<file path="src/rtl/mem_pkg.sv">
// Shared encodings and helpers for the memory access unit: access sizes,
// FSM states, byte-lane selection and store-data replication.
package mem_pkg;

    localparam logic [1:0] SZ_BYTE = 2'd0;
    localparam logic [1:0] SZ_HALF = 2'd1;
    localparam logic [1:0] SZ_WORD = 2'd2;

    typedef enum logic [1:0] {
        IDLE,
        ISSUE,
        WAIT,
        RESP
    } state_t;

    // Size code 3 behaves exactly like a word access.
    function automatic logic [3:0] f_byte_sel(input logic [1:0] size, input logic [1:0] low);
        case (size)
            SZ_BYTE: return 4'b0001 << low;
            SZ_HALF: return low[1] ? 4'b1100 : 4'b0011;
            default: return 4'b1111;
        endcase
    endfunction

    function automatic logic [31:0] f_store_data(input logic [1:0] size, input logic [31:0] wdata);
        case (size)
            SZ_BYTE: return {4{wdata[7:0]}};
            SZ_HALF: return {2{wdata[15:0]}};
            default: return wdata;
        endcase
    endfunction

    function automatic logic f_misaligned(input logic [1:0] size, input logic [1:0] low);
        case (size)
            SZ_BYTE: return 1'b0;
            SZ_HALF: return low[0];
            default: return low != 2'b00;
        endcase
    endfunction

    function automatic logic [1:0] f_align_low(input logic [1:0] size, input logic [1:0] low);
        case (size)
            SZ_BYTE: return low;
            SZ_HALF: return {low[1], 1'b0};
            default: return 2'b00;
        endcase
    endfunction

endpackage

</file>
<file path="src/rtl/load_align.sv">
// Picks the addressed byte/half/word lane out of a memory word and
// zero- or sign-extends it to 32 bits.
module load_align
    import mem_pkg::*;
(
    input  logic [31:0] i_data,
    input  logic [1:0]  i_addr,
    input  logic [1:0]  i_size,
    input  logic        i_signed,
    output logic [31:0] o_result
);

    logic [7:0]  w_byte;
    logic [15:0] w_half;

    always_comb begin
        w_byte = i_data[7:0];
        case (i_addr)
            2'd0: w_byte = i_data[7:0];
            2'd1: w_byte = i_data[15:8];
            2'd2: w_byte = i_data[23:16];
            2'd3: w_byte = i_data[31:24];
            default: w_byte = i_data[7:0];
        endcase
        w_half = i_addr[1] ? i_data[31:16] : i_data[15:0];

        o_result = i_data;
        case (i_size)
            SZ_BYTE: o_result = {{24{i_signed & w_byte[7]}}, w_byte};
            SZ_HALF: o_result = {{16{i_signed & w_half[15]}}, w_half};
            default: o_result = i_data;
        endcase
    end

endmodule

</file>
<file path="src/rtl/mem_access_unit.sv">
// Load/store unit between a valid/ready request port and a one-cycle-latency
// word memory. Define MISALIGN_TRAP_EN to fault misaligned half/word accesses.
module mem_access_unit
    import mem_pkg::*;
#(
    parameter int MEM_ADDR_BITS = 10,
    parameter int MEM_DATA_BITS = 32
) (
    input  logic                       clk,
    input  logic                       clr_n,
    input  logic                       req_valid,
    output logic                       req_ready,
    input  logic                       req_we,
    input  logic [1:0]                 req_size,
    input  logic                       req_signed,
    input  logic [MEM_ADDR_BITS+1:0]   req_addr,
    input  logic [MEM_DATA_BITS-1:0]   req_wdata,
    output logic                       rsp_valid,
    input  logic                       rsp_ready,
    output logic [MEM_DATA_BITS-1:0]   rsp_rdata,
    output logic                       rsp_misalign,
    output logic [MEM_ADDR_BITS-1:0]   mem_addr,
    output logic [MEM_DATA_BITS-1:0]   mem_data_in,
    output logic [3:0]                 mem_sel,
    output logic                       mem_str,
    output logic                       mem_ld,
    input  logic [MEM_DATA_BITS-1:0]   mem_data_out
);

    state_t                     r_state;
    logic                       r_we;
    logic [1:0]                 r_size;
    logic                       r_signed;
    logic [MEM_ADDR_BITS+1:0]   r_addr;
    logic                       r_rsp_valid;
    logic [MEM_DATA_BITS-1:0]   r_rsp_rdata;
    logic                       r_rsp_misalign;
    logic [MEM_DATA_BITS-1:0]   r_mem_data_in;
    logic [3:0]                 r_mem_sel;
    logic                       r_mem_str;
    logic                       r_mem_ld;

    logic [MEM_ADDR_BITS+1:0]   w_addr;
    logic [31:0]                w_load_result;
    logic                       w_fault;

    // Low address bits a size cannot use are dropped before registering.
    assign w_addr = {req_addr[MEM_ADDR_BITS+1:2], f_align_low(req_size, req_addr[1:0])};

`ifdef MISALIGN_TRAP_EN
    assign w_fault = f_misaligned(req_size, req_addr[1:0]);
`else
    assign w_fault = 1'b0;
`endif

    load_align u_load_align (
        .i_data   (mem_data_out),
        .i_addr   (r_addr[1:0]),
        .i_size   (r_size),
        .i_signed (r_signed),
        .o_result (w_load_result)
    );

    always_ff @(posedge clk) begin
        if (!clr_n) begin
            r_state        <= IDLE;
            r_we           <= 1'b0;
            r_size         <= 2'd0;
            r_signed       <= 1'b0;
            r_addr         <= '0;
            r_rsp_valid    <= 1'b0;
            r_rsp_rdata    <= '0;
            r_rsp_misalign <= 1'b0;
            r_mem_data_in  <= '0;
            r_mem_sel      <= 4'b0000;
            r_mem_str      <= 1'b0;
            r_mem_ld       <= 1'b0;
        end else begin
            case (r_state)
                IDLE: begin
                    if (req_valid) begin
                        r_we     <= req_we;
                        r_size   <= req_size;
                        r_signed <= req_signed;
                        r_addr   <= w_addr;
                        if (w_fault) begin
                            r_state        <= RESP;
                            r_rsp_valid    <= 1'b1;
                            r_rsp_misalign <= 1'b1;
                            r_rsp_rdata    <= '0;
                        end else begin
                            r_state       <= ISSUE;
                            r_mem_sel     <= f_byte_sel(req_size, w_addr[1:0]);
                            r_mem_data_in <= f_store_data(req_size, req_wdata);
                            r_mem_str     <= req_we;
                            r_mem_ld      <= !req_we;
                        end
                    end
                end
                ISSUE: begin
                    r_mem_sel     <= 4'b0000;
                    r_mem_data_in <= '0;
                    r_mem_str     <= 1'b0;
                    r_mem_ld      <= 1'b0;
                    if (r_we) begin
                        r_state     <= RESP;
                        r_rsp_valid <= 1'b1;
                        r_rsp_rdata <= '0;
                    end else begin
                        r_state <= WAIT;
                    end
                end
                // Memory read data is valid during this state.
                WAIT: begin
                    r_rsp_rdata <= w_load_result;
                    r_rsp_valid <= 1'b1;
                    r_state     <= RESP;
                end
                RESP: begin
                    if (rsp_ready) begin
                        r_rsp_valid    <= 1'b0;
                        r_rsp_misalign <= 1'b0;
                        r_state        <= IDLE;
                    end
                end
                default: r_state <= IDLE;
            endcase
        end
    end

    assign req_ready    = (r_state == IDLE);
    assign rsp_valid    = r_rsp_valid;
    assign rsp_rdata    = r_rsp_rdata;
    assign rsp_misalign = r_rsp_misalign;
    assign mem_addr     = r_addr[MEM_ADDR_BITS+1:2];
    assign mem_data_in  = r_mem_data_in;
    assign mem_sel      = r_mem_sel;
    assign mem_str      = r_mem_str;
    assign mem_ld       = r_mem_ld;

endmodule

</file>
<file path="config.mk">
export PLATFORM = sky130hd
export DESIGN_NAME = mem_access_unit
export DESIGN_NICKNAME = d
export VERILOG_FILES = /design/src/rtl/mem_pkg.sv /design/src/rtl/load_align.sv /design/src/rtl/mem_access_unit.sv
export SDC_FILE = /design/constraint.sdc
export NUM_CORES = 1
export LEC_CHECK = 0
export ABC_AREA = 1
export ABC_CLOCK_PERIOD_IN_PS = 1600
export BUFFER_PORTS_ARGS = -buffer_cell sky130_fd_sc_hd__buf_2
export CAP_MARGIN = 20
export CELL_PAD_IN_SITES_DETAIL_PLACEMENT = 1
export CELL_PAD_IN_SITES_GLOBAL_PLACEMENT = 1
export CORE_MARGIN = 2
export CORE_UTILIZATION = 30
export DETAILED_ROUTE_END_ITERATION = 12
export PLACE_DENSITY_LB_ADDON = 0.15
export SYNTH_ARGS = -nofsm -noshare
export SYNTH_HDL_FRONTEND = slang
export SYNTH_SLANG_ARGS = --single-unit
</file>
<file path="constraint.sdc">
create_clock -name clk -period 1.6 [get_ports clk]
set_input_delay 0.16 -clock clk [delete_from_list [all_inputs] [get_ports clk]]
set_output_delay 0.16 -clock clk [all_outputs]
set_load 0.1 [all_outputs]
</file>
==> out/results.tsv <==
metric	value	unit
holdWs	0.0617	ns
layout.core_utilization	41.4	%
critical-path-max-stage-delay	0.37	ns
synth_fp_nets	707	
finalClockSkew	0.00711	ns
min_path_type	in -> reg	
number_of_antenna_violations_at_the_first_check_in_global_routing	0	
buffer_ports.inserted	165	
post_route_cells_drive_above_1_share	32.3	%
yosys.area.top_type_share	41.6	%
grt_first_pass_wirelength	23900	um
hold_violations	0	
sequential_element_share_of_the_synthesized_area	41.6	%
clock_path_buffers	2	
dieHeight	124	um
cts-htree-levels	3	
placeableCoreArea	13900	um2
slew_headroom	66.1	%
total_clock_sinks	89	
synth_top_flop_cell	dfxtp_1	
syn_avg_cell_area	6.92	um2
fp.dieW	124	um
ir_worst_vdd	0.867	mV
fill_cells	1841	
post-route-min-period	1.53	ns
number_of_optimization_iterations_in_the_first_detailed_route_pass	4	
insertion_delay	0.35	ns
outcome	complete, no violations	
ys_async_sr_fraction	0	%
place.gp.congestion	0.803	
edff_count_synth	0	
first_global_vias	4779	
synth_commonest_cells	nand2_1, nor2_1, dfxtp_1	
yosys_warning_total	0	
crit_arrival	1.81	ns
drc	0	
synth_area_leader_cell	dfxtp_1	
worst_setup_end_kind	register	
dpl.hpwl	11400	um
detail_route.vias_per_cell	4.85	
cts_tree	built	
via_count	4671	
cp_cell_sequence	inv_4, ha_4, nand2_4, nor2_4, buf_12, buf_4, nand2_1, a21oi_1	
ant_nets	0	
crit_path_top_delay_cell	dfxtp_4	
worstSetupStartpointType	register	
rows	43	
final-setup-viol-count	0	
floorplan.initialDensity	30.7	%
synth_seq_cells	89	
detailedRoute.firstIterationViolations	217	
holdBufCountCts	0	
synth_cells	619	
n_diodes	0	
die-area	15300	um2
mapped_area	4280	um2
drv.max_cap_violation_count	0	
design.final.nets	867	
total_global_route_track_usage	20.4	%
floorplan.io_pins	167	
grt_overflow_total	0	
drv_slew	0	
critPathKind	reg -> reg	
cp_num_buf_inv	3	
yosys.cell_types.count	32	
count_leader_synth	nand2_1	
leakagePower	0.00274	uW
grt_max_degree	38	
fmaxAchievable	652	MHz
critical-path-top-delay-family	simple AND/OR/NAND/NOR gates	
cts-root-buf	clkbuf_16	
synth.area.top_cells	dfxtp_1, nand2_1, nor2_1	
wl_per_cell	16.1	um
cp_max_fanout	7	
path_clk_slew	0.06	ns
area.growth.synth_to_final	34.7	%
routed_wl	15500	um
period_share	95.9	%
wp_data_required	1.87	ns
rsz_0062_raised_after_global_routing	true	
worst-slew-pin-transition	0.512	ns
cts_inserted_buffers	9	
power-per-cell-area	2250	nW/um2
==> cell type report <==
cell class | count | area, um2 | share of cell area [%]
repair buffers | 195 | 1180 | 20.5
flip-flops and latches | 89 | 1790 | 31.0
well taps | 180 | 225 | 3.90
clock inverters | 3 | 17.5 | 0.303
inverters | 28 | 110 | 1.91
multi-input cells | 456 | 2200 | 38.1
clock buffers | 12 | 246 | 4.27
==> worst register-to-register path, cell delays in order, from the launching register on <==
cell and delay (ns):
dfxtp_4 0.37, inv_4 0.07, ha_4 0.16, nand2_4 0.08, nor2_4 0.27, buf_12 0.16
buf_4 0.14, nand2_1 0.06, a21oi_1 0.16
==> through the flow <==
step                worst slack (ns)  cells  setup TNS (ns)  total power [uW]  cell area, um2
finish                        0.0659    963               0             13000            5770
global route                 -0.0421    963          -0.240             13800            5770
CTS                          0.00429    957               0             12900            5640
detailed placement           -0.0474    942          -0.818             10800            5360
global placement              0.0189    942               0             10700            5360
floorplan                    0.00870    619               0              9270            4320
==> flip-flops by register name, indices dropped and copies added (netlist names), 2 cells and up <==
signal	count
mem_data_in	32
rsp_rdata	32
r_addr	12
mem_sel	4
r_size	2
r_state	2
==> kinds of logic (layout without fill, tap and decap cells) <==
logic type,count (synthesis),count (layout),synth area share (%)
AOI/OAI and AO/OA,157,157,20.6
DFF,89,89,41.6
other,1,1,0.0875
adders and majority gates,4,4,1.17
and+or+nand+nor,293,294,27.7
buffers and inverters,75,238,8.85
==> where the power goes <==
part / internal, uW / switching [uW] / total [uW]
registers: 2790 / 368 / 3160
logic: 1870 / 6040 / 7900
clock network: 1080 / 868 / 1950
==> what timing repair did <==
| action | CTS | global route |
|---|---|---|
| pin swaps | 0 | 14 |
| resized for setup | 4 | 21 |
| buffers inserted | 0 | 3 |
| endpoints found under the setup margin | 42 | 62 |
| gates cloned | 0 | 3 |
==> cell usage in the layout (no fill, tap or decap), types with 3 or more instances in the layout <==
cell         n
buf_2      164
a21oi_1     74
o21ai_0     38
a22oi_1      3
or2_2        5
o21ai_1     11
o22ai_1      9
a21oi_2     11
nand3_4      3
nand2_2      3
nand3_1     15
clkbuf_16   11
buf_12       7
buf_4       20
inv_1       20
o221ai_1     6
dfxtp_1     85
nand2_1    160
inv_2        6
nor2_1     102
==> worst paths after layout <==
kind | to | slack [ns] | cells after the start | start
hold / removal | r_addr[11] | 0.06 | 3 | req_addr[11]
setup reg to reg | mem_data_in[7] | 0.07 | 8 | r_state[0]
hold reg to reg | mem_str | 0.46 | 2 | mem_str
setup / recovery | mem_data_in[7] | 0.07 | 8 | r_state[0]
==> metal layers <==
layer | vias to the layer above | track usage, % | part of all wire, %
met5 | - | 0 | 0
met1 | 2205 | 24.6 | 43
met4 | 0 | 6.75 | 1.5
met2 | 122 | 34.3 | 49
li1 | 2326 | - | -
met3 | 18 | 6.37 | 7.0
(Power assumes the default switching activity.)
